[config.mk]
export PLATFORM = sky130hd
export DESIGN_NAME = hex_scan_ctrl
export DESIGN_NICKNAME = d
export VERILOG_FILES = /design/src/rtl/hex_scan_pkg.sv /design/src/rtl/hex_scan_ctrl_hex.sv /design/src/rtl/hex_scan_ctrl.sv
export SDC_FILE = /design/constraint.sdc
export NUM_CORES = 1
export LEC_CHECK = 0
export BUFFER_PORTS_ARGS = -buffer_cell sky130_fd_sc_hd__clkbuf_2
export CAP_MARGIN = 10
export CORE_ASPECT_RATIO = 0.7
export CORE_MARGIN = 4
export CORE_UTILIZATION = 30
export DETAILED_ROUTE_END_ITERATION = 10
export PLACE_DENSITY = 0.48
export SYNTH_ARGS = -nofsm -noshare
export SYNTH_HDL_FRONTEND = slang
export SYNTH_HIERARCHICAL = 1
export SYNTH_SLANG_ARGS = --single-unit
export TNS_END_PERCENT = 100
[constraint.sdc]
create_clock -name clk -period 10.1 [get_ports clk]
set_input_delay 1.515 -clock clk [delete_from_list [all_inputs] [get_ports clk]]
set_output_delay 1.515 -clock clk [all_outputs]
set_load 0.005 [all_outputs]
[src/rtl/hex_scan_pkg.sv]
`default_nettype none
// +----------------------------------------------------------------------+
// | Module   : hex_scan_pkg                                              |
// | Purpose  : Shared constants and helpers for the hex scan controller. |
// |            SEG_BLANK - active-low pattern with every segment off     |
// |            CODE_ERR  - decoder code that renders the 'E' glyph       |
// |            cnt_width - ceil(log2(n)), minimum 1, for counter widths  |
// | Revision : 1.0  initial release                                      |
// +----------------------------------------------------------------------+
package hex_scan_pkg;

  localparam logic [6:0] SEG_BLANK = 7'h7F;
  localparam logic [3:0] CODE_ERR  = 4'd10;

  // Smallest width able to hold 0..n-1; never returns less than 1.
  function automatic int cnt_width(input int n);
    int w;
    w = 1;
    for (int i = 1; i < 31; i++) begin
      if ((1 << i) < n) w = i + 1;
    end
    return w;
  endfunction

endpackage
`default_nettype wire

[src/rtl/hex_scan_ctrl_hex.sv]
`default_nettype none
// +----------------------------------------------------------------------+
// | Module   : hex_scan_ctrl_hex                                         |
// | Purpose  : 4-bit code to seven-segment decoder, active-low outputs.  |
// |            Codes 0-9 give digit glyphs, 10 gives 'E', 11-15 blank.   |
// | Ports    : hex [3:0] in  - code to display                           |
// |            seg [6:0] out - segments {g,f,e,d,c,b,a}, 0 = lit         |
// | Revision : 1.0  initial release                                      |
// +----------------------------------------------------------------------+
module hex_scan_ctrl_hex
  import hex_scan_pkg::*;
(
  input  logic [3:0] hex,
  output logic [6:0] seg
);

  always_comb begin
    seg = SEG_BLANK;
    case (hex)
      4'd0:    seg = 7'b1000000;
      4'd1:    seg = 7'b1111001;
      4'd2:    seg = 7'b0100100;
      4'd3:    seg = 7'b0110000;
      4'd4:    seg = 7'b0011001;
      4'd5:    seg = 7'b0010010;
      4'd6:    seg = 7'b0000010;
      4'd7:    seg = 7'b1111000;
      4'd8:    seg = 7'b0000000;
      4'd9:    seg = 7'b0010000;
      CODE_ERR: seg = 7'b0000110;
      default: seg = SEG_BLANK;
    endcase
  end

endmodule
`default_nettype wire

[src/rtl/hex_scan_ctrl.sv]
`default_nettype none
// +----------------------------------------------------------------------+
// | Module   : hex_scan_ctrl                                             |
// | Purpose  : Time-multiplexed scan controller for a common-anode       |
// |            seven-segment display with a double-buffered value/mask.  |
// | Ports    : clk   in   system clock                                   |
// |            rst   in   asynchronous reset, active-high                |
// |            value in   4*DIGITS hex value, nibble 0 = rightmost digit |
// |            mask  in   DIGITS per-digit enable, 1 = lit               |
// |            load  in   strobe, captures value/mask into pending       |
// |            err   in   level, enabled digits show 'E'                 |
// |            an    out  anode select, active-low                       |
// |            seg   out  segments {g..a}, active-low                    |
// |            frame out  pulse after the scan wraps to digit 0          |
// | Options  : HEX_SCAN_LZB_EN enables leading-zero blanking.            |
// | Revision : 1.0  initial release                                      |
// +----------------------------------------------------------------------+
module hex_scan_ctrl
  import hex_scan_pkg::*;
#(
  parameter int DIGITS      = 8,
  parameter int REFRESH_DIV = 100000
) (
  input  logic                  clk,
  input  logic                  rst,
  input  logic [4*DIGITS-1:0]   value,
  input  logic [DIGITS-1:0]     mask,
  input  logic                  load,
  input  logic                  err,
  output logic [DIGITS-1:0]     an,
  output logic [6:0]            seg,
  output logic                  frame
);

  localparam int CNT_W = cnt_width(REFRESH_DIV);
  localparam int IDX_W = cnt_width(DIGITS);

  localparam logic [CNT_W-1:0]  c_cnt_last = CNT_W'(REFRESH_DIV - 1);
  localparam logic [IDX_W-1:0]  c_idx_last = IDX_W'(DIGITS - 1);
  localparam logic [DIGITS-1:0] c_one      = DIGITS'(1);

  logic [CNT_W-1:0]    r_cnt;
  logic [IDX_W-1:0]    r_idx;
  logic [4*DIGITS-1:0] r_pend_val;
  logic [DIGITS-1:0]   r_pend_mask;
  logic                r_pend_vld;
  logic [4*DIGITS-1:0] r_act_val;
  logic [DIGITS-1:0]   r_act_mask;

  logic                w_tick;
  logic                w_bound;
  logic                w_copy;
  logic [4*DIGITS-1:0] w_src_val;
  logic [DIGITS-1:0]   w_src_mask;
  logic [DIGITS-1:0]   w_en_mask;
  logic [3:0]          w_nib;
  logic [3:0]          w_code;
  logic [6:0]          w_dec_seg;
  logic [DIGITS-1:0]   w_an_nxt;
  logic [6:0]          w_seg_nxt;

  assign w_tick  = (r_cnt == c_cnt_last);
  assign w_bound = w_tick && (r_idx == c_idx_last);

  // A load on the boundary cycle bypasses pending and lands in active.
  assign w_copy     = w_bound && (load || r_pend_vld);
  assign w_src_val  = load ? value : r_pend_val;
  assign w_src_mask = load ? mask  : r_pend_mask;

  always_ff @(posedge clk or posedge rst) begin
    if (rst) begin
      r_cnt       <= '0;
      r_idx       <= '0;
      frame       <= 1'b0;
      r_pend_val  <= '0;
      r_pend_mask <= '0;
      r_pend_vld  <= 1'b0;
      r_act_val   <= '0;
      r_act_mask  <= '0;
    end else begin
      frame <= w_bound;
      if (w_tick) begin
        r_cnt <= '0;
        r_idx <= (r_idx == c_idx_last) ? '0 : r_idx + 1'b1;
      end else begin
        r_cnt <= r_cnt + 1'b1;
      end

      if (load) begin
        r_pend_val  <= value;
        r_pend_mask <= mask;
      end

      if (w_copy) begin
        r_act_val  <= w_src_val;
        r_act_mask <= w_src_mask;
        r_pend_vld <= 1'b0;
      end else if (load) begin
        r_pend_vld <= 1'b1;
      end
    end
  end

`ifdef HEX_SCAN_LZB_EN
  // Blank zero nibbles from the top digit down until the first nonzero one;
  // digit 0 always stays visible so a zero value still shows '0'.
  function automatic logic [DIGITS-1:0] lzb_mask(input logic [4*DIGITS-1:0] v);
    logic [DIGITS-1:0] res;
    logic              run;
    res = '0;
    run = 1'b1;
    for (int k = DIGITS - 1; k >= 1; k--) begin
      if (v[4*k +: 4] != 4'd0) run = 1'b0;
      if (run) res[k] = 1'b1;
    end
    return res;
  endfunction

  logic [DIGITS-1:0] r_lzb;

  always_ff @(posedge clk or posedge rst) begin
    if (rst) begin
      r_lzb <= '0;
    end else if (w_copy) begin
      r_lzb <= lzb_mask(w_src_val);
    end
  end

  assign w_en_mask = err ? r_act_mask : (r_act_mask & ~r_lzb);
`else
  assign w_en_mask = r_act_mask;
`endif

  assign w_nib  = r_act_val[r_idx*4 +: 4];
  assign w_code = err ? CODE_ERR : w_nib;

  hex_scan_ctrl_hex u_hex (
    .hex (w_code),
    .seg (w_dec_seg)
  );

  // Slot count 0 is kept dark so the previous digit's segments never
  // bleed onto the newly selected anode.
  always_comb begin
    w_an_nxt  = '1;
    w_seg_nxt = SEG_BLANK;
    if ((r_cnt != '0) && w_en_mask[r_idx]) begin
      w_an_nxt  = ~(c_one << r_idx);
      w_seg_nxt = w_dec_seg;
    end
  end

  always_ff @(posedge clk or posedge rst) begin
    if (rst) begin
      an  <= '1;
      seg <= SEG_BLANK;
    end else begin
      an  <= w_an_nxt;
      seg <= w_seg_nxt;
    end
  end

endmodule
`default_nettype wire

==> summary.md, run 1 <==
| Metric | Value |
|---|---|
| Status | complete, no violations |
| Critical Path Start Type | input port |
| Clock sinks | 117 |
| Cell breakdown of the critical path | clkbuf_2 -> buf_4 -> nor2_1 -> or3_2 -> buf_4 -> mux2_4 |
| Pre-antenna DRT Iters | 4 |
| Crit path largest cell delay | 0.46 ns |
| Fraction of synthesized area in multiplexers | 24.4% |
| Hold Slack | 0.493 ns |
| Post-route fraction of the period consumed by the critical path | 31.0% |
| Max Buffers Root-to-Sink | 2 |
| Row count | 40 |
| Post-placement setup slack | 6.54 ns |
| Routability-driven placement congestion ratio | 0.736 |
| Iteration-0 DRC Markers | 134 |
| Antenna violations before repair | 0 |
| Worst slew margin relative to its limit | 38.5% |
| TritonCTS Buffers | 17 |
| Synthesized flop and latch total | 117 |
| Cell repeated most along the worst path | buf_4 |
| Ranking of synthesized cells by instance count | dfrtp_1 (102), mux2_2 (40), mux2_4 (40) |
| Slew at the pin closest to its max-slew limit | 0.923 ns |
| Dpl hpwl | 7.28 mm |
| Number of nets in the layout | 491 |
| Via count of the first global-routing pass | 3190 |
| Area of the placeable core | 17300 um2 |
| Instance count of the mapped netlist | 370 |
| Number of antenna repair diodes | 0 |
| Worst-path clk slew | 0.05 ns |
| Kind of critical path | input port to register |
| Endpoint type of the worst setup path | register |
| PD cells | 184 nW/um2 |
| Final Hold Vio Count | 0 |
| Worst vdd rail ir drop | 0.0799 mV |
| Root Buffer | clkbuf_16 |
| Fraction of the mapped netlist area in simple logic gates | 9.34% |
| Final count of negative-setup-slack endpoints | 0 |
| Post-Synthesis Cell Area | 5360 um2 |
| Post-route total power | 1.17 mW |
| Initial core utilization | 30.9% |
| Fraction of registers with async set/reset | 100% |
| Number of library cell types mapped by synthesis | 40 |
| Minimum period implied by the final worst setup slack | 3.13 ns |
| Slack of the worst reg-to-reg path | 7.24 ns |
| Clk_lat worst skew | 0.42 ns |
| Post-synthesis adder-cell area fraction | 3.04% |
| Critical path data required time | 10.39 ns |
| IO buf count | 59 |
| TritonCTS clock tree | built |
| Leakage component of the power | 2.95 nW |
| Die footprint | 20100 um2 |
| DRC errors left | 0 |
| Most instantiated library cell after synthesis | dfrtp_1 |
| Number of hold buffers added after CTS | 0 |
| Area fraction in compound gates after synthesis | 1.61% |
| Fraction of layout cells with a size suffix above 1 | 47.0% |
| Total congestion overflow | 0 |
| Routed via count | 2980 |
| Wire length per cell | 15.5 um |
| Worst Path Arrival | 3.42 ns |
| Share of the synthesized netlist area taken by xor and xnor gates | 2.12% |
| Worst path bufs/invs | 3 |
| Routed WL | 10.5 mm |
| Number of warnings reported in the yosys synthesis log | 6 |
| Sequential area share after synthesis | 55.0% |
| Mean cell area of the mapped netlist | 14.5 um2 |
| Largest family of logic cells by synthesized area | multiplexers |
| CTS-repair resized insts | 0 |
| Max H-tree Level | 4 |
| Most used flip-flop cell after synthesis | dfrtp_1 |
| EDFF count, synth | 0 |
| Synth-to-layout area growth | 19.2% |
| Vertical die dimension | 120 um |
| Slowest stage cell, crit path | or3_2 |
| Cell taking the most area after synthesis | dfrtp_1 |
| Highest clock frequency the design can meet | 319 MHz |
| Pin count of the biggest net entering global routing | 76 |
| X dimension of the die | 168 um |
| Proportion of netlist area held by the largest area contributor | 47.6% |
| Overall routing resource usage | 11.3% |
| Worst min path class | register to register |
| Critical-path maximum fanout | 41 |
| Final worst setup slack | 6.97 ns |
| Buffers inserted by post-CTS timing repair | 0 |
| Worst Clk Skew | 0.0163 ns |
| Setup TNS | 0 ns |
| Setup repair after global routing missed its margin | false |
| Gate family responsible for the most delay along the worst path | buffers and inverters |
| Number of violations of the max-capacitance limit | 0 |
| Final Max Slew Viols | 0 |
| Main area contributors after synthesis | dfrtp_1 (48%), mux2_4 (11%), mux2_2 (8.4%) |
| Boundary pin count | 60 |
| Wire length of the first global-routing pass | 17.4 mm |
| Via-to-Cell Ratio | 4.40 |
| Post-DRT Antenna Nets | 0 |
| Post-Syn Nets | 427 |
worst register-to-register path: cells and delay by family (launching register included):
family	cells	cell delay [ns]
flops	1	0.88
mux	1	0.44
simple gates	1	0.47
fa+ha+maj	2	0.52
buf+inv	2	0.44
registers in the layout, summed over array words and instances, names as in the netlist, 3 cells and up:
signal       cells
r_act_val       32
r_pend_mask      8
r_cnt           17
r_pend_val      32
an               8
r_act_mask       8
seg              7
r_idx            3
kinds of logic after synthesis:
kind of cell	after synthesis
adder cells (fa/ha/maj)	13
buffers and inverters	31
AND/OR/NAND/NOR	87
flip-flops	117
XOR/XNOR	13
multiplexers	93
AO/OA/AOI/OAI	16
through the flow:
step / util, % / cells / cell area (um2)
after floorplan: - / 370 / 5360
after global placement: 33.4 / 645 / 5780
after detailed placement: 33.4 / 645 / 5780
after CTS: 36.8 / 677 / 6380
after global routing: 36.9 / 678 / 6390
final: 36.9 / 678 / 6390
metal layers:
metal  GRT usage [%]  up-vias  part of all wire, %
li1                -     1422                    -
met1            16.7     1468                   53
met2            14.6       85                   40
met3            4.18        5                  6.1
met4            4.46        0                 0.83
met5               0        -                    0
final timing paths:
path	start	endpoint	cells past startpoint
worst max-delay path	load	r_act_val[10]	6
worst min-delay path	r_pend_vld	r_pend_vld	2
worst min register to register	r_pend_vld	r_pend_vld	2
min in group asynchronous	rst	r_pend_mask[7]	2
worst max register to register	r_idx[0]	r_act_val[10]	6
max in group asynchronous	rst	r_act_val[6]	3
final cells by class:
type	instances	area, um2
Clock inverter	11	125
Clock buffer	21	480
Multi-Input combinational cell	222	2170
Fill cell	1727	10900
Timing Repair Buffer	63	325
Tap cell	231	289
Sequential cell	117	2950
Inverter	13	51.3
where the power goes:
part	internal, mW	total [mW]	switching, mW
clock	0.388	0.604	0.215
combinational	0.0357	0.0684	0.0327
sequential	0.493	0.501	0.00742
total	0.918	1.17	0.255
placed cells by master (no fill, tap or decap), types with 3 or more instances in the layout:
cell	instances
mux4_2	10
nand3_1	15
mux2_4	40
dfstp_2	15
xnor2_1	7
ha_1	13
clkbuf_16	17
mux2i_1	3
nor4_1	4
a21oi_1	5
nor3_1	6
nand4_1	4
inv_1	11
buf_4	4
nand2b_1	8
nand2_1	23
nor2_1	12
clkbuf_8	4
o21ai_0	8
dfrtp_1	102
mux2_2	40
clkbuf_2	59
xor2_1	6
clkinvlp_4	5
(Power assumes the default switching activity.)
==> inputs of run 2 (changes only) <==
Clock period 10.1 ns to 3.01 ns, I/O delays scaled along.
==> summary.md, run 2 (same netlist as run 1, synthesis figures left out) <==
| Metric | Value |
|---|---|
| Status | complete, no violations |
| Commonest non-fill, non-tap cell in the layout | dfrtp_1 |
| Crit path largest cell delay | 0.53 ns |
| Post-route total power | 3.97 mW |
| Setup TNS | 0 ns |
| Number of hold buffers added after CTS | 0 |
| PD cells | 616 nW/um2 |
| Worst Path Arrival | 2.71 ns |
| Final Hold Vio Count | 0 |
| Max H-tree Level | 4 |
| Worst min path class | input port to asynchronous set/reset pin |
| Wire length per cell | 15.6 um |
| Wire length of the first global-routing pass | 17.8 mm |
| DRC errors left | 0 |
| Setup repair after global routing missed its margin | false |
| Boundary pin count | 60 |
| Clk_lat worst skew | 0.41 ns |
| Worst slew margin relative to its limit | 35.1% |
| Minimum period implied by the final worst setup slack | 2.43 ns |
| Clock sinks | 117 |
| Initial core utilization | 30.9% |
| Area of the placeable core | 17300 um2 |
| Finished Layout Cells | 681 |
| Final Max Slew Viols | 0 |
| IO buf count | 59 |
| Antenna violations before repair | 0 |
| Synth-to-layout area growth | 20.2% |
| Endpoint type of the worst setup path | register |
| Post-placement cell area | 5830 um2 |
| Worst Clk Skew | 0.0138 ns |
| Dpl cells | 649 |
| Via count of the first global-routing pass | 3313 |
| TritonCTS clock tree | built |
| Number of violations of the max-capacitance limit | 0 |
| Biggest regs | r_act_val x32, r_pend_val x32, r_cnt x17 |
| Iteration-0 DRC Markers | 133 |
| Number of fill cells | 1704 |
| Root Buffer | clkbuf_16 |
| Die footprint | 20100 um2 |
| Gate family responsible for the most delay along the worst path | simple AND/OR/NAND/NOR gates |
| Hold Slack | 0.196 ns |
| Slowest stage cell, crit path | or3_2 |
| Pin count of the biggest net entering global routing | 118 |
| Kind of critical path | register to register |
| CTS-repair resized insts | 0 |
| TritonCTS Buffers | 17 |
| Via-to-Cell Ratio | 4.45 |
| Worst-path clk slew | 0.06 ns |
| X dimension of the die | 168 um |
| Routability-driven placement congestion ratio | 0.806 |
| Post-route fraction of the period consumed by the critical path | 80.7% |
| Slack of the worst reg-to-reg path | 0.58 ns |
| Highest-count cells in the layout ignoring fill and taps | dfrtp_1 (102), clkbuf_2 (59), mux2_2 (40), mux2_4 (40), nand2_1 (23) |
| Slew at the pin closest to its max-slew limit | 0.967 ns |
| Cell breakdown of the critical path | ha_1 -> and4_1 -> nand4b_4 -> or3_2 -> buf_12 -> mux2_4 |
| Area of all placed cells without fillers | 6440 um2 |
| Routed via count | 3029 |
| Max Buffers Root-to-Sink | 2 |
| Overall routing resource usage | 11.4% |
| Final count of negative-setup-slack endpoints | 0 |
| Post-DRT Antenna Nets | 0 |
| Total congestion overflow | 0 |
| Dpl hpwl | 7.40 mm |
| Pre-antenna DRT Iters | 4 |
| Critical Path Start Type | register |
| Buffers inserted by post-CTS timing repair | 0 |
| Highest clock frequency the design can meet | 411 MHz |
| Critical-path maximum fanout | 37 |
| Fraction of layout cells with a size suffix above 1 | 47.1% |
| Routed WL | 10.6 mm |
| Leakage component of the power | 2.98 nW |
| Critical path data required time | 3.29 ns |
| Row count | 40 |
| Worst vdd rail ir drop | 0.270 mV |
| Worst path bufs/invs | 1 |
| Vertical die dimension | 120 um |
| Number of nets in the layout | 495 |
| Number of antenna repair diodes | 0 |
[run 2: changes by cell type in the layout (fill, tap and decap cells not counted)]
cell / delta
clkbuf_1: +1
inv_4: -1
buf_4: +2
clkbuf_8: -4
buf_12: +2
clkinv_2: -2
inv_6: +4
bufinv_16: +1
[run 2: worst reg2reg max path: stages (launching register included)]
cell	delay (ns)
dfrtp_1	0.41
ha_1	0.23
and4_1	0.40
nand4b_4	0.13
or3_2	0.53
buf_12	0.24
mux2_4	0.37
[run 2: metrics by stage]
| step | utilization, % | worst slack [ns] |
|---|---|---|
| 3_5_place_dp | 33.7 | 0.624 |
| 4_1_cts | 37.2 | 0.604 |
| 3_3_place_gp | 33.7 | 0.622 |
| 5_1_grt | 37.2 | 0.384 |
| 2_1_floorplan | - | 0.800 |
| 6_report | 37.2 | 0.580 |
[run 2: per-layer routing]
metal	up-vias	track usage, %	part of all wire, %
met5	-	0	0
met1	1518	16.4	53
met3	9	4.54	5.2
met4	0	3.50	1.1
li1	1432	-	-
met2	70	15.9	41
[run 2: path summary, 6_finish.rpt]
kind / to / startpoint / cells past startpoint
max: r_act_val[9] / r_cnt[0] / 6
min: r_pend_val[14] / rst / 3
max reg2reg: r_act_val[9] / r_cnt[0] / 6
min reg2reg: r_pend_val[3] / r_pend_val[3] / 1
max in group asynchronous: r_pend_mask[0] / rst / 3
min in group clk: r_pend_mask[6] / mask[6] / 2
[run 2: cell type report]
type / count / area (um2) / area share [%]
sequential: 117 / 2950 / 45.7
multi-input combinational: 222 / 2170 / 33.7
timing repair buffer: 67 / 380 / 5.91
clock buffer: 18 / 429 / 6.66
clock inverter: 13 / 173 / 2.68
inverter: 13 / 52.6 / 0.816
tap: 231 / 289 / 4.49
[run 2: where the power goes]
part / switching, mW / internal (mW) / leakage (nW) / total [mW]
Combinational: 0.110 / 0.122 / 1.24 / 0.232
Clock: 0.747 / 1.31 / 0.280 / 2.05
Sequential: 0.0251 / 1.65 / 1.45 / 1.68
==> inputs of run 3 (changes only) <==
Settings changed: PLACE_DENSITY 0.48 to 0.5.
Clock period 3.01 ns to 2 ns, I/O delays scaled along.
==> summary.md, run 3 (same netlist as run 1, synthesis figures left out) <==
| Metric | Value |
|---|---|
| Status | complete, but fails checks |
| Violated checks | hold timing, setup timing |
| Critical Path Start Type | register |
| Leakage component of the power | 3.34 nW |
| Wire length of the first global-routing pass | 19.4 mm |
| Final worst setup slack | -0.0758 ns |
| Critical path data required time | 2.33 ns |
| Area of all placed cells without fillers | 7130 um2 |
| Share of power burned in registers | 41.1% |
| TritonCTS Buffers | 17 |
| Area of the placeable core | 17300 um2 |
| Internal power contribution | 4.91 mW |
| Number of antenna repair diodes | 0 |
| Biggest regs | r_act_val x32, r_pend_val x32, r_cnt x17 |
| Worst r2r dst | seg[0] |
| Routed via count | 3236 |
| Slack of the worst reg-to-reg path | -0.08 ns |
| Synth-to-layout area growth | 33.0% |
| Highest clock frequency the design can meet | 482 MHz |
| Antenna violations before repair | 0 |
| Clock sinks | 117 |
| Clk_lat worst skew | 0.40 ns |
| Total congestion overflow | 0 |
| Post-route fraction of the period consumed by the critical path | 104% |
| Row count | 40 |
| Max Buffers Root-to-Sink | 2 |
| Setup TNS | -1.64 ns |
| Slew at the pin closest to its max-slew limit | 0.705 ns |
| Combinational Power Share | 6.3% |
| Initial core utilization | 30.9% |
| Pin count of the biggest net entering global routing | 32 |
| Worst Path Arrival | 2.41 ns |
| Worst min path class | input port to asynchronous set/reset pin |
| Pre-antenna DRT Iters | 4 |
| Kind of critical path | register to register |
| Number of violations of the max-capacitance limit | 0 |
| Dpl cells | 687 |
| Post-route total power | 6.16 mW |
| Post-DRT Antenna Nets | 0 |
| Overall routing resource usage | 12.4% |
| Commonest non-fill, non-tap cell in the layout | dfrtp_1 |
| Wire length per cell | 16.4 um |
| Finished Layout Cells | 731 |
| Highest-count cells in the layout ignoring fill and taps | dfrtp_1 (101), clkbuf_2 (59), buf_4 (43) |
| Minimum period implied by the final worst setup slack | 2.08 ns |
| Via-to-Cell Ratio | 4.43 |
| PD cells | 865 nW/um2 |
| Routability-driven placement congestion ratio | 0.804 |
| Worst slew margin relative to its limit | 52.9% |
| X dimension of the die | 168 um |
| Root Buffer | clkbuf_16 |
| Post-placement cell area | 6190 um2 |
| Switching power | 1.25 mW |
| Number of nets in the layout | 545 |
| Final Max Slew Viols | 0 |
| Critical-path maximum fanout | 8 |
| Max H-tree Level | 4 |
| Setup repair after global routing missed its margin | true |
| R2R Path Start | r_idx[0] |
| Via count of the first global-routing pass | 3548 |
| Worst Clk Skew | 0.00791 ns |
| Vertical die dimension | 120 um |
| Fin util | 41.2% |
| Share of power burned in the clock network | 52.6% |
| TritonCTS clock tree | built |
| Hold Slack | -0.00528 ns |
| Worst reg-to-reg path cell count | 10 |
| Routed WL | 12.0 mm |
| Endpoint type of the worst setup path | register |
| IO buf count | 59 |
| Final count of negative-setup-slack endpoints | 44 |
| Worst-path clk slew | 0.06 ns |
| Fraction of layout cells with a size suffix above 1 | 56.2% |
| Final Hold Vio Count | 3 |
| Worst vdd rail ir drop | 0.471 mV |
| DRC errors left | 0 |
| Dpl hpwl | 8.27 mm |
| Switching part of the total power | 20.3% |
| Boundary pin count | 60 |
| Iteration-0 DRC Markers | 204 |
| Die footprint | 20100 um2 |
## run 3: cell types whose count changed in the layout (fill, tap and decap cells not counted), moves of 5 or more
cell     before  now
buf_12        2    7
nand2_1      23   17
buf_4         6   43
nand2_2       0    6
## run 3: area by class of cell
| class | count | area [um2] |
|---|---|---|
| clock inverters | 8 | 146 |
| multi-input cells | 222 | 2270 |
| repair buffers | 117 | 936 |
| flip-flops and latches | 117 | 2950 |
| clock buffers | 23 | 488 |
| inverters | 13 | 52.6 |
| fillers | 1630 | 10200 |
| well taps | 231 | 289 |
## run 3: routing by layer
| metal | routed length, um | share of wire [%] | vias to the layer above | GRT usage [%] |
|---|---|---|---|---|
| li1 | - | - | 1533 | - |
| met1 | 6390 | 53 | 1625 | 18.5 |
| met2 | 5080 | 42 | 72 | 17.1 |
| met3 | 436 | 3.6 | 6 | 3.26 |
| met4 | 79 | 0.66 | 0 | 4.71 |
| met5 | 0 | 0 | - | 0 |
## run 3: worst max-delay path, stage by stage, from the launching register on
cell and delay [ns]:
dfrtp_2 0.38, buf_12 0.14, mux4_2 0.52, nand2_2 0.10, nand3b_1 0.14, inv_2 0.12, ha_2 0.18, or2_4 0.12
o21ai_1 0.07, a21oi_1 0.13, nand2b_1 0.12
## run 3: per-stage QoR
step,setup WS (ns),hold slack [ns]
final,-0.0758,-0.00528
after detailed placement,-0.180,0.446
after global placement,-0.130,0.435
after floorplan,-0.0583,0.459
after CTS,-0.0500,0.0122
after global routing,-0.196,0.0375
## run 3: power groups by stage
stage	sequential [mW]	combinational, mW	clock [mW]
global route	2.54	0.438	3.43
global placement	2.57	0.375	0
CTS	2.53	0.399	3.32
detailed placement	2.57	0.384	0
finish	2.53	0.391	3.24
floorplan	2.56	0.252	0
## run 3: timing repair
| action | in CTS | in global routing |
|---|---|---|
| hold buffers | 0 | 0 |
| buffers inserted | 6 | 0 |
| gates cloned | 2 | 5 |
| endpoints found under the setup margin | 55 | 61 |
| gates resized for setup | 24 | 6 |
| pin swaps | 9 | 4 |
## run 3: how the worst max path moves through the flow
stage | startpoint | endpoint | slack, ns | cells after the start
floorplan | r_cnt[0] | r_act_mask[0] | -0.06 | 8
global placement | r_idx[0] | an[0] | -0.13 | 5
detailed placement | r_idx[0] | seg[3] | -0.18 | 10
CTS | r_idx[0] | seg[0] | -0.05 | 10
global route | r_idx[0] | seg[0] | -0.20 | 10
finish | r_idx[0] | seg[0] | -0.08 | 10
